--- src/rtl/cpu_pkg.sv ---
// Shared CPU definitions: opcode constants, instruction field layout and the
// fetch-stage state type. The execute stage imports this package too.
package cpu_pkg;

  localparam int INSTR_W = 12;

  localparam int OPC_MSB = 11;
  localparam int OPC_LSB = 9;
  localparam int FA_MSB  = 8;
  localparam int FA_LSB  = 6;
  localparam int FB_MSB  = 5;
  localparam int FB_LSB  = 3;
  localparam int FC_MSB  = 2;
  localparam int FC_LSB  = 0;

  localparam logic [2:0] OP_JMP  = 3'b110;
  localparam logic [2:0] OP_HALT = 3'b111;

  typedef enum logic [1:0] {
    IDLE,
    RUN,
    HALT
  } fetch_state_t;

  typedef struct packed {
    logic [2:0] opcode;
    logic [2:0] a;
    logic [2:0] b;
    logic [2:0] c;
  } instr_fields_t;

  // Single definition of the word layout so fetch and execute cannot disagree.
  function automatic instr_fields_t instr_fields(input logic [INSTR_W-1:0] word);
    instr_fields_t f;
    f.opcode = word[OPC_MSB:OPC_LSB];
    f.a      = word[FA_MSB:FA_LSB];
    f.b      = word[FB_MSB:FB_LSB];
    f.c      = word[FC_MSB:FC_LSB];
    return f;
  endfunction

endpackage

--- src/rtl/fetch_unit_if.sv ---
// Issue channel between the fetch unit (master) and the execute stage (slave).
interface fetch_unit_if #(
  parameter int AW = 3
);

  logic          issue_valid;
  logic          issue_ready;
  logic [2:0]    issue_opcode;
  logic [2:0]    issue_a;
  logic [2:0]    issue_b;
  logic [2:0]    issue_c;
  logic [AW-1:0] issue_pc;

  modport master (
    output issue_valid,
    output issue_opcode,
    output issue_a,
    output issue_b,
    output issue_c,
    output issue_pc,
    input  issue_ready
  );

  modport slave (
    input  issue_valid,
    input  issue_opcode,
    input  issue_a,
    input  issue_b,
    input  issue_c,
    input  issue_pc,
    output issue_ready
  );

endinterface

--- src/rtl/fetch_unit.sv ---
// Instruction fetch stage: owns the PC, reads the instruction memory
// combinationally, resolves JMP/HALT locally and issues everything else.
module fetch_unit
  import cpu_pkg::*;
#(
  parameter int AW = 3,
  parameter int IW = INSTR_W
) (
  input  logic              clk,
  input  logic              reset,
  input  logic              run,
  output logic [AW-1:0]     imem_index,
  input  logic [IW-1:0]     imem_data,
  input  logic              br_taken,
  input  logic [AW-1:0]     br_target,
  fetch_unit_if.master      issue,
  output logic [AW-1:0]     pc,
  output logic              halted
);

  fetch_state_t  state;
  instr_fields_t fields;
  logic          valid_q;
  logic [2:0]    opcode_q;
  logic [2:0]    a_q;
  logic [2:0]    b_q;
  logic [2:0]    c_q;
  logic [AW-1:0] ipc_q;
  logic          accept;
  logic          fe;

  assign imem_index = pc;
  assign fields     = instr_fields(imem_data);
  assign accept     = valid_q && issue.issue_ready;
  // A new word may only be captured when the issue slot is free or draining now.
  assign fe         = (state == RUN) && run && (!valid_q || issue.issue_ready) && !br_taken;

  assign issue.issue_valid  = valid_q;
  assign issue.issue_opcode = opcode_q;
  assign issue.issue_a      = a_q;
  assign issue.issue_b      = b_q;
  assign issue.issue_c      = c_q;
  assign issue.issue_pc     = ipc_q;

  // Control FSM, PC and issue register share one block so priorities stay explicit:
  // redirect beats JMP/HALT, which beat a normal issue.
  always_ff @(posedge clk or negedge reset) begin
    if (!reset) begin
      state    <= IDLE;
      pc       <= '0;
      halted   <= 1'b0;
      valid_q  <= 1'b0;
      opcode_q <= '0;
      a_q      <= '0;
      b_q      <= '0;
      c_q      <= '0;
      ipc_q    <= '0;
    end else begin
      case (state)
        IDLE: begin
          if (accept) valid_q <= 1'b0;
          if (run) state <= RUN;
        end
        RUN: begin
          if (!run && !valid_q) state <= IDLE;
          if (br_taken) begin
            pc      <= br_target;
            valid_q <= 1'b0;
          end else if (fe) begin
            case (fields.opcode)
              OP_JMP: begin
                pc <= AW'(fields.c);
                if (accept) valid_q <= 1'b0;
              end
              OP_HALT: begin
                state  <= HALT;
                halted <= 1'b1;
                if (accept) valid_q <= 1'b0;
              end
              default: begin
                opcode_q <= fields.opcode;
                a_q      <= fields.a;
                b_q      <= fields.b;
                c_q      <= fields.c;
                ipc_q    <= pc;
                valid_q  <= 1'b1;
                pc       <= pc + AW'(1);
              end
            endcase
          end else if (accept) begin
            valid_q <= 1'b0;
          end
        end
        HALT: begin
          if (accept) valid_q <= 1'b0;
        end
        default: state <= IDLE;
      endcase
    end
  end

endmodule

--- src/flat_wrapper.sv ---
// flat-port wrapper written by rule: the top's interface ports become plain ports
module fetch_unit_flat import cpu_pkg::*;
#(
  parameter int AW = 3,
  parameter int IW = INSTR_W
)
  (clk, reset, run, imem_index, imem_data, br_taken, br_target, pc, halted, issue_issue_valid, issue_issue_opcode, issue_issue_a, issue_issue_b, issue_issue_c, issue_issue_pc, issue_issue_ready);
  fetch_unit_if #(.AW(AW)) issue_i ();
  input  logic clk;
  input  logic reset;
  input  logic run;
  output logic [AW-1:0] imem_index;
  input  logic [IW-1:0] imem_data;
  input  logic br_taken;
  input  logic [AW-1:0] br_target;
  output logic [AW-1:0] pc;
  output logic halted;
  output wire logic [$bits(issue_i.issue_valid)-1:0] issue_issue_valid;
  output wire logic [$bits(issue_i.issue_opcode)-1:0] issue_issue_opcode;
  output wire logic [$bits(issue_i.issue_a)-1:0] issue_issue_a;
  output wire logic [$bits(issue_i.issue_b)-1:0] issue_issue_b;
  output wire logic [$bits(issue_i.issue_c)-1:0] issue_issue_c;
  output wire logic [$bits(issue_i.issue_pc)-1:0] issue_issue_pc;
  input wire logic [$bits(issue_i.issue_ready)-1:0] issue_issue_ready;
  assign issue_issue_valid = issue_i.issue_valid;
  assign issue_issue_opcode = issue_i.issue_opcode;
  assign issue_issue_a = issue_i.issue_a;
  assign issue_issue_b = issue_i.issue_b;
  assign issue_issue_c = issue_i.issue_c;
  assign issue_issue_pc = issue_i.issue_pc;
  assign issue_i.issue_ready = issue_issue_ready;
  fetch_unit #(.AW(AW), .IW(IW)) u_core (.clk(clk), .reset(reset), .run(run), .imem_index(imem_index), .imem_data(imem_data), .br_taken(br_taken), .br_target(br_target), .issue(issue_i), .pc(pc), .halted(halted));
endmodule
--- config.mk ---
export PLATFORM = sky130hd
export DESIGN_NAME = fetch_unit_flat
export DESIGN_NICKNAME = d
export VERILOG_FILES = /design/src/rtl/cpu_pkg.sv /design/src/rtl/fetch_unit_if.sv /design/src/rtl/fetch_unit.sv /design/src/flat_wrapper.sv
export SDC_FILE = /design/constraint.sdc
export NUM_CORES = 1
export LEC_CHECK = 0
export CORE_MARGIN = 1
export CORE_UTILIZATION = 45
export DETAILED_ROUTE_END_ITERATION = 8
export GPL_TIMING_DRIVEN = 0
export PLACE_DENSITY = 0.83
export SETUP_SLACK_MARGIN = 0.1
export SLEW_MARGIN = 20
export SYNTH_ARGS = -nofsm -noshare
export SYNTH_HDL_FRONTEND = slang
export SYNTH_SLANG_ARGS = --single-unit
--- constraint.sdc ---
create_clock -name clk -period 2.8 [get_ports clk]
set_clock_uncertainty 0.1 [all_clocks]
set_input_delay 0.28 -clock clk [delete_from_list [all_inputs] [get_ports clk]]
set_output_delay 0.28 -clock clk [all_outputs]
set_load 0.01 [all_outputs]
== Yosys cells after proc, flatten, opt, wreduce, memory -nomap -nowiden ==
Index checks and enable logic that the tools add are counted.
Cells by class
  $add $sub $neg: 1
  eq/ne operators: 6
  multiplexer cells: 14
  bitwise gates (word level): 3
  reductions and logical operators: 18
Operators with widths (count)
  two-way mux 2 bit: 5
  AND reduction 4 bit: 2
  == test 3 bit, second input constant: 2
  two-way mux 3 bit: 2
  case mux 2 bit (3 select lines): 1
  case mux 3 bit (2 select lines): 1
  logical AND 1 bit: 5
  two-way mux 1 bit: 4
  inequality test 2 bit, second input constant: 2
  nonzero test 2 bit: 2
  OR reduction 2 bit: 2
  adder 3 x 1 -> 3 bit, second input constant: 1
  logical NOT 1 bit: 3
  inverter 1 bit: 3
  AND reduction 3 bit: 1
  == test 2 x 1 -> 1 bit, second input constant: 1
  == test 2 bit, second input constant: 1
  logical NOT 2 bit: 1
  case mux 1 bit (2 select lines): 1
  AND reduction 2 bit: 1
  logical OR 1 bit: 1
Word-level totals
  flip-flop bits (word level): 22
  bits of input ports: 20
  output and inout port bits: 23
  word-level logic and storage cells: 51

== Logic depth before layout (Yosys ltp) ==
Gate-level depths: netlist of the first run.
  depth in word-level cells: 7
  depth in mapped cells: 5
  depth with buffers taken out: 5

== Least setup slack after synthesis of the first run ==
Ideal clock, no wire load.
  kind: register to register
  from: reg u_core.state[1]
  to: reg u_core.b_q[0] (netlist: u_core.issue.issue_b[0])
  library setup time: 125 ps
  arrival: 1460 ps
  data required time: 2575 ps
  path slack: 1115 ps
  stages on the path, launching flop included: 6
  buffers on the path: 1
  clock period less this slack: 1685 ps
  cells stage by stage: dfrtp_1 and2b_4 nand4b_4 a21o_4 buf_12 mux2_4
Between the ends
  cells in the longest elaborated chain, start to end: 5
RTL lines
  start: declaration: line fetch_unit.sv:21  | fetch_state_t state;
  start signal: assignment: line fetch_unit.sv:49  | state <= IDLE;
  start signal: assignment: line fetch_unit.sv:62  | if (run) state <= RUN;
  start signal: assignment: line fetch_unit.sv:65  | if (!run && !valid_q) state <= IDLE;
  == test 2 x 1 -> 1 bit *: line fetch_unit.sv:36, fetch_unit.sv:59
  logical AND 1 bit (3 in a row): line fetch_unit.sv:36  | assign fe = (state == RUN) && run && (!valid_q || issue.issue_ready) && !br_taken;
  AND reduction 4 bit (no line) *
  end signal: assignment: line fetch_unit.sv:83  | b_q <= fields.b;
  end: declaration: line fetch_unit.sv:26  | logic [2:0] b_q;
Mark *: on every way between the ends. The rest lies on a longest branch, timed or not.
A chain may end at the register's enable or synchronous reset.

== Worst setup path after layout of the first run ==
  from: reg u_core.pc[2] (netlist: u_core.imem_index[2])
  to: out pc[2]
RTL lines
  start: declaration: line fetch_unit.sv:17  | output logic [AW-1:0] pc,
  start signal: assignment: line fetch_unit.sv:67  | pc <= br_target;
  start signal: assignment: line fetch_unit.sv:72  | pc <= AW'(fields.c);
  start signal: assignment: line fetch_unit.sv:87  | pc <= pc + AW'(1);
  end: declaration: line flat_wrapper.sv:16  | output logic [AW-1:0] pc;
No word-level cell between the ends.

==> run summary, run 1 <==
initial core utilization - 48.2%
worst skew pair latency - 0.31 ns
Hold Crit Class - input port to asynchronous set/reset pin
worst slew pin tran - 0.489 ns
status - finished clean
top_reg_cell synth - dfrtp_1
Distinct cells, synth - 30
fmax - 540 MHz
Layout area overhead - 45.2%
Max Slew Vio Count - 0
R2R setup slack - 1.02 ns
#FFs+latches synth - 22
Synthesized Nets - 103
Tcrit/Tclk final - 66.1%
multi-input logic area - 464 µm²
final number of hold-violating endpoints - 0
core area - 2230 µm²
gr ovfl total - 0
fin util - 70.0%
total negative slack - 0 ns
IO Count - 43
Worst-path clk slew - 0.12 ns
syn avg cell area - 13.1 µm²
WL final - 2170 µm
DIE AREA - 2590 µm²
CP max FO - 6
Die Ht - 50.9 µm
Cells after Synth - 82
Port-buffer cells - 41
DP Wirelength - 1610 µm
CTS tree - yes
clk root buf - clkbuf_4
via-per-instance ratio - 5.25
Setup crit end kind - output pin
YS warnings - 0
CTS H-tree depth - 1
ANT cells - 0
DRT antenna net count - 0
via count - 819
post-CTS sizing - 0
CTS sink cnt - 22
final setup fails - 0
Total Power - 1150 µW
cts hold-fix bufs - 0
Period minus WS final - 1.85 ns
worst reg-to-reg path cell count - 5
Max Cap Viol - 0
highest-count cells in the layout ignoring fill and taps - clkdlybuf4s50_1, dfrtp_1, mux2_4
peak supply drop - 0.512 mV
post-synthesis sequential area ratio - 51.2%
worst endpoint data arrival time - 1.47 ns
Worst Path Required - 2.42 ns
first-pass iteration count of the detailed router - 5
largest net degree at the start of global routing - 23
commonest non-fill, non-tap cell in the layout - clkdlybuf4s50_1
die extent in x - 50.9 µm
wire length per cell - 13.9 µm
EDFF count, synth - 0
PwrDens - 735 nW/µm²
cts bufs inserted - 3
vias in the first global route - 800
drc violations - 0
startpoint types - flip-flop
Slew HR - 67.4%
postcts setup bufs - 0
row cnt - 17
Starting DRT DRC Count - 7
ratio of cells with drive above 1 in the final layout - 23.4%
RSZ-0062 raised after global routing - no
fillers - 166
Post-synth ARST share - 100%
Placement Setup Slack - 0.745 ns
Final GP Congestion - 0.776
final setup margin - 0.949 ns
crit path kind - flip-flop to output pin
synthesized area - 1080 µm²
register area - 551 µm²
reg2reg start - u_core.state[1]$_DFFE_PN0P_
CTS Buffer Depth - 2
reg2reg end - u_core.issue.issue_c[0]$_DFFE_PN0P_
antenna violations before repair - 0
Post-layout nets - 150
first-pass GRT wire length - 3550 µm
leak pwr - 0.000692 µW
Total GRT Usage - 18.4%
==> worst max-delay path by stage <==
stage / startpoint / to / slack, ns / depth (start not counted)
after floorplan: u_core.state[1]$_DFFE_PN0P_ / u_core.issue.issue_b[0]$_DFFE_PN0P_ / 1.12 / 5
after global placement: imem_data[11] / u_core.imem_index[2]$_DFFE_PN0P_ / 0.77 / 6
after detailed placement: issue_issue_ready / u_core.issue.issue_c[1]$_DFFE_PN0P_ / 0.75 / 6
after CTS: u_core.imem_index[2]$_DFFE_PN0P_ / pc[2] / 0.94 / 2
after global routing: u_core.imem_index[2]$_DFFE_PN0P_ / pc[2] / 0.88 / 2
final: u_core.imem_index[2]$_DFFE_PN0P_ / pc[2] / 0.95 / 2
==> final cells by class <==
cell class	instances	area share [%]
multi-input combinational	51	29.7
timing repair buffer	42	26.6
inverter	3	0.721
clock buffer	4	2.32
sequential	22	35.2
tap	28	2.24
buffer	6	3.20
==> cells in the mapped netlist, types with 2 or more instances <==
| cell type | number | area (µm²) |
|---|---|---|
| o2111a_1 | 2 | 22.5 |
| o22a_2 | 2 | 20.0 |
| clkbuf_1 | 2 | 7.51 |
| nor3_1 | 5 | 25.0 |
| mux2_4 | 9 | 135 |
| a21oi_1 | 5 | 25.0 |
| o22ai_1 | 3 | 18.8 |
| buf_4 | 3 | 22.5 |
| mux2_2 | 4 | 45.0 |
| inv_1 | 3 | 11.3 |
| dfrtp_1 | 22 | 551 |
| nor2_1 | 3 | 11.3 |
| a31oi_1 | 2 | 12.5 |
==> per-layer routing <==
layer,global-route usage (%),wire length [µm]
met1,23.3,964
met3,2.98,105
met4,10.6,57
met5,0,0
met2,29.6,1040
==> state kept, by name, summed over array words and instances (netlist names) <==
register,flops
u_core.issue.issue_opcode,3
u_core.halted,1
u_core.issue.issue_valid,1
u_core.issue.issue_a,3
u_core.issue.issue_c,3
u_core.imem_index,3
u_core.state,2
u_core.issue.issue_pc,3
u_core.issue.issue_b,3
==> power breakdown <==
part / leakage, µW / internal (µW) / switching, µW
Combinational: 0.000406 / 329 / 165
Sequential: 0.000265 / 410 / 69.1
Clock: 0.0000210 / 79.5 / 96.2
Total: 0.000692 / 818 / 331
==> logic make-up after synthesis <==
logic type | count (synthesis) | share of synthesized area, %
simple gates | 17 | 10.7
flops | 22 | 51.2
mux | 14 | 17.7
compound gates | 18 | 12.8
xor+xnor | 1 | 0.814
buf+inv | 9 | 5.70
fa+ha+maj | 1 | 1.16
==> critical path, cell delays in order (launching register included) <==
cell and delay [ns]:
dfrtp_1 0.49, buf_4 0.15, clkdlybuf4s50_1 0.52
==> stage by stage <==
step | cells | hold slack [ns] | instance area [µm²]
floorplan | 82 | -0.116 | 1080
global placement | 151 | 0.359 | 1520
detailed placement | 151 | 0.359 | 1520
CTS | 155 | 0.363 | 1560
global route | 156 | 0.384 | 1560
finish | 156 | 0.347 | 1560
No activity file was read; power rests on OpenSTA's default activity.
==> run 2, diff against run 1 <==
--- a/config.mk
+++ b/config.mk
@@ -6,10 +6,10 @@
 export NUM_CORES = 1
 export LEC_CHECK = 0
 export CORE_MARGIN = 1
-export CORE_UTILIZATION = 45
+export CORE_UTILIZATION = 42
 export DETAILED_ROUTE_END_ITERATION = 8
 export GPL_TIMING_DRIVEN = 0
-export PLACE_DENSITY = 0.83
+export PLACE_DENSITY = 0.78
 export SETUP_SLACK_MARGIN = 0.1
 export SLEW_MARGIN = 20
 export SYNTH_ARGS = -nofsm -noshare
==> constraint.sdc (replaced) <==
create_clock -name clk -period 1.9 [get_ports clk]
set_clock_uncertainty 0.1 [all_clocks]
set_input_delay 0.19 -clock clk [delete_from_list [all_inputs] [get_ports clk]]
set_output_delay 0.19 -clock clk [all_outputs]
set_load 0.01 [all_outputs]
==> run 2 against run 1 <==
Effect of this change: cell count stayed put; sequential share of layout area is 0.19 points higher; global-route usage is 0.53 points higher; critical path depth is 3 higher; first-iteration DRC count is 71% higher; routed wire length is 4.1% higher.
==> run summary, run 2 (synthesized netlist as in run 1, its figures left out) <==
initial core utilization - 46.4% (was 48.2%)
Starting DRT DRC Count - 12 (was 7)
Layout area overhead - 45.1% (was 45.2%)
CP max FO - 10 (was 6)
ANT cells - 0 (unchanged)
CTS tree - yes (unchanged)
gr ovfl total - 0 (unchanged)
largest net degree at the start of global routing - 23 (unchanged)
final number of hold-violating endpoints - 0 (unchanged)
IO Count - 43 (unchanged)
R2R setup slack - 0.14 ns (was 1.02 ns)
wire length per cell - 14.4 µm (was 13.9 µm)
RSZ-0062 raised after global routing - no (unchanged)
Total GRT Usage - 19.0% (was 18.4%)
Post-layout nets - 151 (was 150)
DRT antenna net count - 0 (unchanged)
Hold Crit Class - input port to flip-flop (was input port to asynchronous set/reset pin)
Max stage delay on crit path - 0.41 ns (was 0.52 ns)
CP endpoint - u_core.issue.issue_opcode[0]$_DFFE_PN0P_ (was pc[2])
Max Slew Vio Count - 0 (unchanged)
vias in the first global route - 848 (was 800)
reg2reg end - u_core.issue.issue_opcode[0]$_DFFE_PN0P_ (was u_core.issue.issue_c[0]$_DFFE_PN0P_)
final setup margin - 0.141 ns (was 0.949 ns)
PwrDens - 1060 nW/µm² (was 735 nW/µm²)
delay-heaviest family, CP - simple AND/OR/NAND/NOR gates (was buffers and inverters)
crit path cell chain - and2b_4 > nand4b_4 > a21o_4 > buf_12 > mux2_4 (was buf_4 > clkdlybuf4s50_1)
Slew HR - 33.2% (was 67.4%)
critical path launch point - u_core.state[1]$_DFFE_PN0P_ (was u_core.imem_index[2]$_DFFE_PN0P_)
final cell count without fillers - 156 (unchanged)
slowest CP cell - dfrtp_1 (was clkdlybuf4s50_1)
antenna violations before repair - 0 (unchanged)
Worst Path Required - 1.98 ns (was 2.42 ns)
reg2reg start - u_core.state[1]$_DFFE_PN0P_ (unchanged)
Die Ht - 52.6 µm (was 50.9 µm)
Final GP Congestion - 0.757 (was 0.776)
core area - 2320 µm² (was 2230 µm²)
Worst-path clk slew - 0.12 ns (about the same)
worst endpoint data arrival time - 1.84 ns (was 1.47 ns)
first-pass GRT wire length - 3900 µm (was 3550 µm)
CTS H-tree depth - 1 (unchanged)
fillers - 181 (was 166)
Tcrit/Tclk final - 92.6%
worst slew pin tran - 0.999 ns (was 0.489 ns)
status - finished clean (unchanged)
Placement Setup Slack - -0.0889 ns (was 0.745 ns)
Port-buffer cells - 41 (unchanged)
DP Wirelength - 1720 µm (was 1610 µm)
WL final - 2250 µm (was 2170 µm)
worst reg-to-reg path cell count - 5 (unchanged)
Setup crit end kind - flip-flop (was output pin)
dpl cell area - 1520 µm² (unchanged)
final setup fails - 0 (unchanged)
DIE AREA - 2770 µm² (was 2590 µm²)
row cnt - 17 (unchanged)
Total Power - 1650 µW (was 1150 µW)
total negative slack - 0 ns (unchanged)
critical path depth in cells - 5 (was 2)
Finished Cell Area - 1560 µm² (about the same)
CTS sink cnt - 22 (unchanged)
leak pwr - 0.000688 µW (was 0.000692 µW)
startpoint types - flip-flop (unchanged)
Worst Path Buf+Inv - 1 (was 2)
highest-count cells in the layout ignoring fill and taps - clkdlybuf4s50_1, dfrtp_1, mux2_4 (unchanged)
placed insts - 151 (unchanged)
via-per-instance ratio - 5.19 (was 5.25)
Max Cap Viol - 0 (unchanged)
cts bufs inserted - 3 (unchanged)
peak supply drop - 0.604 mV (was 0.512 mV)
commonest non-fill, non-tap cell in the layout - clkdlybuf4s50_1 (unchanged)
first-pass iteration count of the detailed router - 4 (was 5)
drc violations - 0 (unchanged)
via count - 810 (was 819)
die extent in x - 52.6 µm (was 50.9 µm)
Period minus WS final - 1.76 ns
clk root buf - clkbuf_4 (unchanged)
CTS Buffer Depth - 2 (unchanged)
worst skew pair latency - 0.30 ns (was 0.31 ns)
fmax - 568 MHz
crit path kind - flip-flop to flip-flop (was flip-flop to output pin)
ratio of cells with drive above 1 in the final layout - 25.0% (was 23.4%)
## run 2: timing repair
action	in CTS	in global routing
setup endpoints to repair	0	11
resized for setup	0	2
buffers inserted	0	2
hold buffers	0	0
## run 2: layer usage
metal,vias to the layer above,GRT usage [%],routed length (µm)
met5,-,0,0
met4,0,5.26,13
met3,2,2.90,110
met2,25,31.9,1120
met1,394,25.0,1020
li1,389,-,-
## run 2: cell type report
cell class | instances | area, µm² | share of cell area, %
clock buffers | 3 | 22.5 | 1.44
multi-input cells | 51 | 464 | 29.7
plain buffers | 6 | 50.0 | 3.21
repair buffers | 43 | 425 | 27.2
flip-flops and latches | 22 | 553 | 35.4
inverters | 3 | 11.3 | 0.721
well taps | 28 | 35.0 | 2.24
## run 2: how the worst min path moves through the flow
stage / from / endpoint / slack (ns) / cells past startpoint
2_1_floorplan: reset / u_core.halted$_DFFE_PN0P_ / -0.21 / 0
3_3_place_gp: u_core.halted$_DFFE_PN0P_ / u_core.halted$_DFFE_PN0P_ / 0.36 / 1
3_5_place_dp: u_core.halted$_DFFE_PN0P_ / u_core.halted$_DFFE_PN0P_ / 0.37 / 1
4_1_cts: br_taken / u_core.imem_index[2]$_DFFE_PN0P_ / 0.28 / 2
5_1_grt: br_taken / u_core.imem_index[2]$_DFFE_PN0P_ / 0.32 / 2
6_report: br_taken / u_core.imem_index[2]$_DFFE_PN0P_ / 0.31 / 2
## run 2: worst reg2reg max path, delay by kind of cell (launching register included)
kind | cells | cell delay (ns)
buf+inv | 1 | 0.15
simple gates | 2 | 0.46
mux | 1 | 0.30
flops | 1 | 0.41
compound gates | 1 | 0.24
## run 2: where the power goes
group          internal [µW]  switching, µW  total [µW]
combinational            488            247         735
clock                   73.6            133         206
sequential               606            102         708
total                   1170            481        1650
## run 2: through the flow
stage               util, %  hold slack, ns
finish                 67.4           0.306
global route           67.4           0.323
detailed placement     65.6           0.367
CTS                    66.6           0.285
floorplan                 -          -0.206
global placement       65.6           0.357
==> run 3, diff against run 2 <==
--- a/config.mk
+++ b/config.mk
@@ -9,6 +9,7 @@
 export CORE_UTILIZATION = 42
 export DETAILED_ROUTE_END_ITERATION = 8
 export GPL_TIMING_DRIVEN = 0
+export MAX_ROUTING_LAYER = met4
 export PLACE_DENSITY = 0.78
 export SETUP_SLACK_MARGIN = 0.1
 export SLEW_MARGIN = 20
==> run 3 against run 2 <==
Effect of this change: power about the same; die area is the same; largest cell class unchanged; largest power group unchanged; critical path type unchanged; critical endpoint unchanged; flip-flop and latch count unchanged.
==> run summary, run 3 (synthesized netlist as in run 1, its figures left out) <==
status - finished clean (unchanged)
final setup margin - 0.140 ns (was 0.141 ns)
Post-layout nets - 151 (unchanged)
final setup fails - 0 (unchanged)
switch share - 29.2% (about the same)
Setup crit end kind - flip-flop (unchanged)
Period minus WS final - 1.76 ns (about the same)
Starting DRT DRC Count - 12 (unchanged)
leak pwr - 0.000688 µW (unchanged)
worst reg-to-reg path cell count - 5 (unchanged)
switching power of the nets - 481 µW (about the same)
cts bufs inserted - 3 (unchanged)
fillers - 181 (unchanged)
RSZ-0062 raised after global routing - no (unchanged)
total negative slack - 0 ns (unchanged)
DRT antenna net count - 0 (unchanged)
row cnt - 17 (unchanged)
R2R setup slack - 0.14 ns (about the same)
startpoint types - flip-flop (unchanged)
Hold Crit Class - input port to flip-flop (unchanged)
Port-buffer cells - 41 (unchanged)
CTS H-tree depth - 1 (unchanged)
hold path cells - 2 (unchanged)
die extent in x - 52.6 µm (unchanged)
core area - 2320 µm² (unchanged)
antenna violations before repair - 0 (unchanged)
Total GRT Usage - 19.5% (was 19.0%)
first-pass iteration count of the detailed router - 4 (unchanged)
peak supply drop - 0.604 mV (about the same)
CP max FO - 10 (unchanged)
via-per-instance ratio - 5.21 (was 5.19)
critical path launch point - u_core.state[1]$_DFFE_PN0P_ (unchanged)
CTS tree - yes (unchanged)
IO Count - 43 (unchanged)
Die Ht - 52.6 µm (unchanged)
Final GP Congestion - 0.767 (was 0.757)
worst slew pin tran - 0.999 ns (about the same)
drc violations - 0 (unchanged)
reg2reg end - u_core.issue.issue_opcode[0]$_DFFE_PN0P_ (unchanged)
Max Slew Vio Count - 0 (unchanged)
Tcrit/Tclk final - 92.6% (about the same)
crit path kind - flip-flop to flip-flop (unchanged)
Comb power frac - 44.6% (about the same)
sequential power share - 42.9% (about the same)
ratio of cells with drive above 1 in the final layout - 25.0% (unchanged)
global routing met3 resource utilization - 2.90% (unchanged)
Worst Path Required - 1.98 ns (about the same)
grt met2 use - 31.9% (unchanged)
GRT busiest layer - met2 (unchanged)
Worst Hold Path EP - u_core.imem_index[2]$_DFFE_PN0P_ (unchanged)
largest net degree at the start of global routing - 23 (unchanged)
Hold Crit Start - br_taken (unchanged)
Worst-path clk slew - 0.12 ns (about the same)
first-pass GRT wire length - 3910 µm (was 3900 µm)
highest-count cells in the layout ignoring fill and taps - clkdlybuf4s50_1, dfrtp_1, mux2_4 (unchanged)
Placement Setup Slack - -0.0889 ns (unchanged)
DP Wirelength - 1720 µm (unchanged)
Slew HR - 33.2% (about the same)
Finished Cell Area - 1560 µm² (unchanged)
CTS sink cnt - 22 (unchanged)
clk root buf - clkbuf_4 (unchanged)
reg2reg start - u_core.state[1]$_DFFE_PN0P_ (unchanged)
initial core utilization - 46.4% (unchanged)
via count - 813 (was 810)
worst skew pair latency - 0.30 ns (about the same)
WL final - 2250 µm (about the same)
wire length per cell - 14.4 µm (about the same)
Clock power frac - 12.5% (about the same)
dpl cell area - 1520 µm² (unchanged)
vias in the first global route - 847 (was 848)
final number of hold-violating endpoints - 0 (unchanged)
commonest non-fill, non-tap cell in the layout - clkdlybuf4s50_1 (unchanged)
Power Internal - 1170 µW (about the same)
Total Power - 1650 µW (about the same)
gr ovfl total - 0 (unchanged)
final cell count without fillers - 156 (unchanged)
Max Cap Viol - 0 (unchanged)
cts hold-fix bufs - 0 (unchanged)
DIE AREA - 2770 µm² (unchanged)
crit path cell chain - and2b_4 > nand4b_4 > a21o_4 > buf_12 > mux2_4 (unchanged)
PwrDens - 1060 nW/µm² (about the same)
Layout area overhead - 45.1% (unchanged)
slowest CP cell - dfrtp_1 (unchanged)
CTS Buffer Depth - 2 (unchanged)
grt met1 use - 25.0% (unchanged)
ANT cells - 0 (unchanged)
worst endpoint data arrival time - 1.84 ns (about the same)
placed insts - 151 (unchanged)
Max stage delay on crit path - 0.41 ns (about the same)
fmax - 568 MHz (about the same)
[run 3: cell counts in the layout (fill, tap and decap cells not counted)]
Identical to the previous run, type by type.
[run 3: cell type report]
| class | count | area, µm² | area share, % |
|---|---|---|---|
| inverters | 3 | 11.3 | 0.721 |
| flip-flops and latches | 22 | 553 | 35.4 |
| multi-input cells | 51 | 464 | 29.7 |
| repair buffers | 43 | 425 | 27.2 |
| clock buffers | 3 | 22.5 | 1.44 |
| well taps | 28 | 35.0 | 2.24 |
| plain buffers | 6 | 50.0 | 3.21 |
[run 3: repair_timing]
item	in CTS	in global routing
setup buffers	0	2
gates resized for setup	0	2
setup endpoints to repair	0	11
[run 3: worst max-delay path: cells and delay by family, from the launching register on]
kind            cells  cell delay (ns)
mux                 1             0.29
buf+inv             1             0.15
compound gates      1             0.24
flops               1             0.41
simple gates        2             0.46
[run 3: through the flow]
step	util, %	hold WS [ns]
6_report	67.4	0.303
5_1_grt	67.4	0.323
4_1_cts	66.6	0.285
3_5_place_dp	65.6	0.367
3_3_place_gp	65.6	0.357
2_1_floorplan	-	-0.206
[run 3: power groups by stage]
| stage | registers [µW] | clock network [µW] | logic, µW |
|---|---|---|---|
| after floorplan | 765 | 0 | 276 |
| after global placement | 706 | 0 | 722 |
| after detailed placement | 716 | 0 | 739 |
| after CTS | 707 | 212 | 742 |
| after global routing | 731 | 227 | 794 |
| final | 708 | 206 | 735 |
[run 3: worst max path at each step]
stage | to | depth (start not counted) | slack, ns
after floorplan | u_core.issue.issue_b[0]$_DFFE_PN0P_ | 5 | 0.22
after global placement | u_core.imem_index[2]$_DFFE_PN0P_ | 6 | -0.05
final | u_core.issue.issue_opcode[0]$_DFFE_PN0P_ | 5 | 0.14
after detailed placement | u_core.issue.issue_opcode[0]$_DFFE_PN0P_ | 6 | -0.09
after CTS | u_core.issue.issue_b[2]$_DFFE_PN0P_ | 5 | 0.11
after global routing | u_core.issue.issue_pc[0]$_DFFE_PN0P_ | 5 | 0.1
[run 3: metal layers]
metal	up-vias	wire (µm)
li1	389	-
met1	397	1020
met2	25	1110
met3	2	109
met4	0	13
met5	-	0
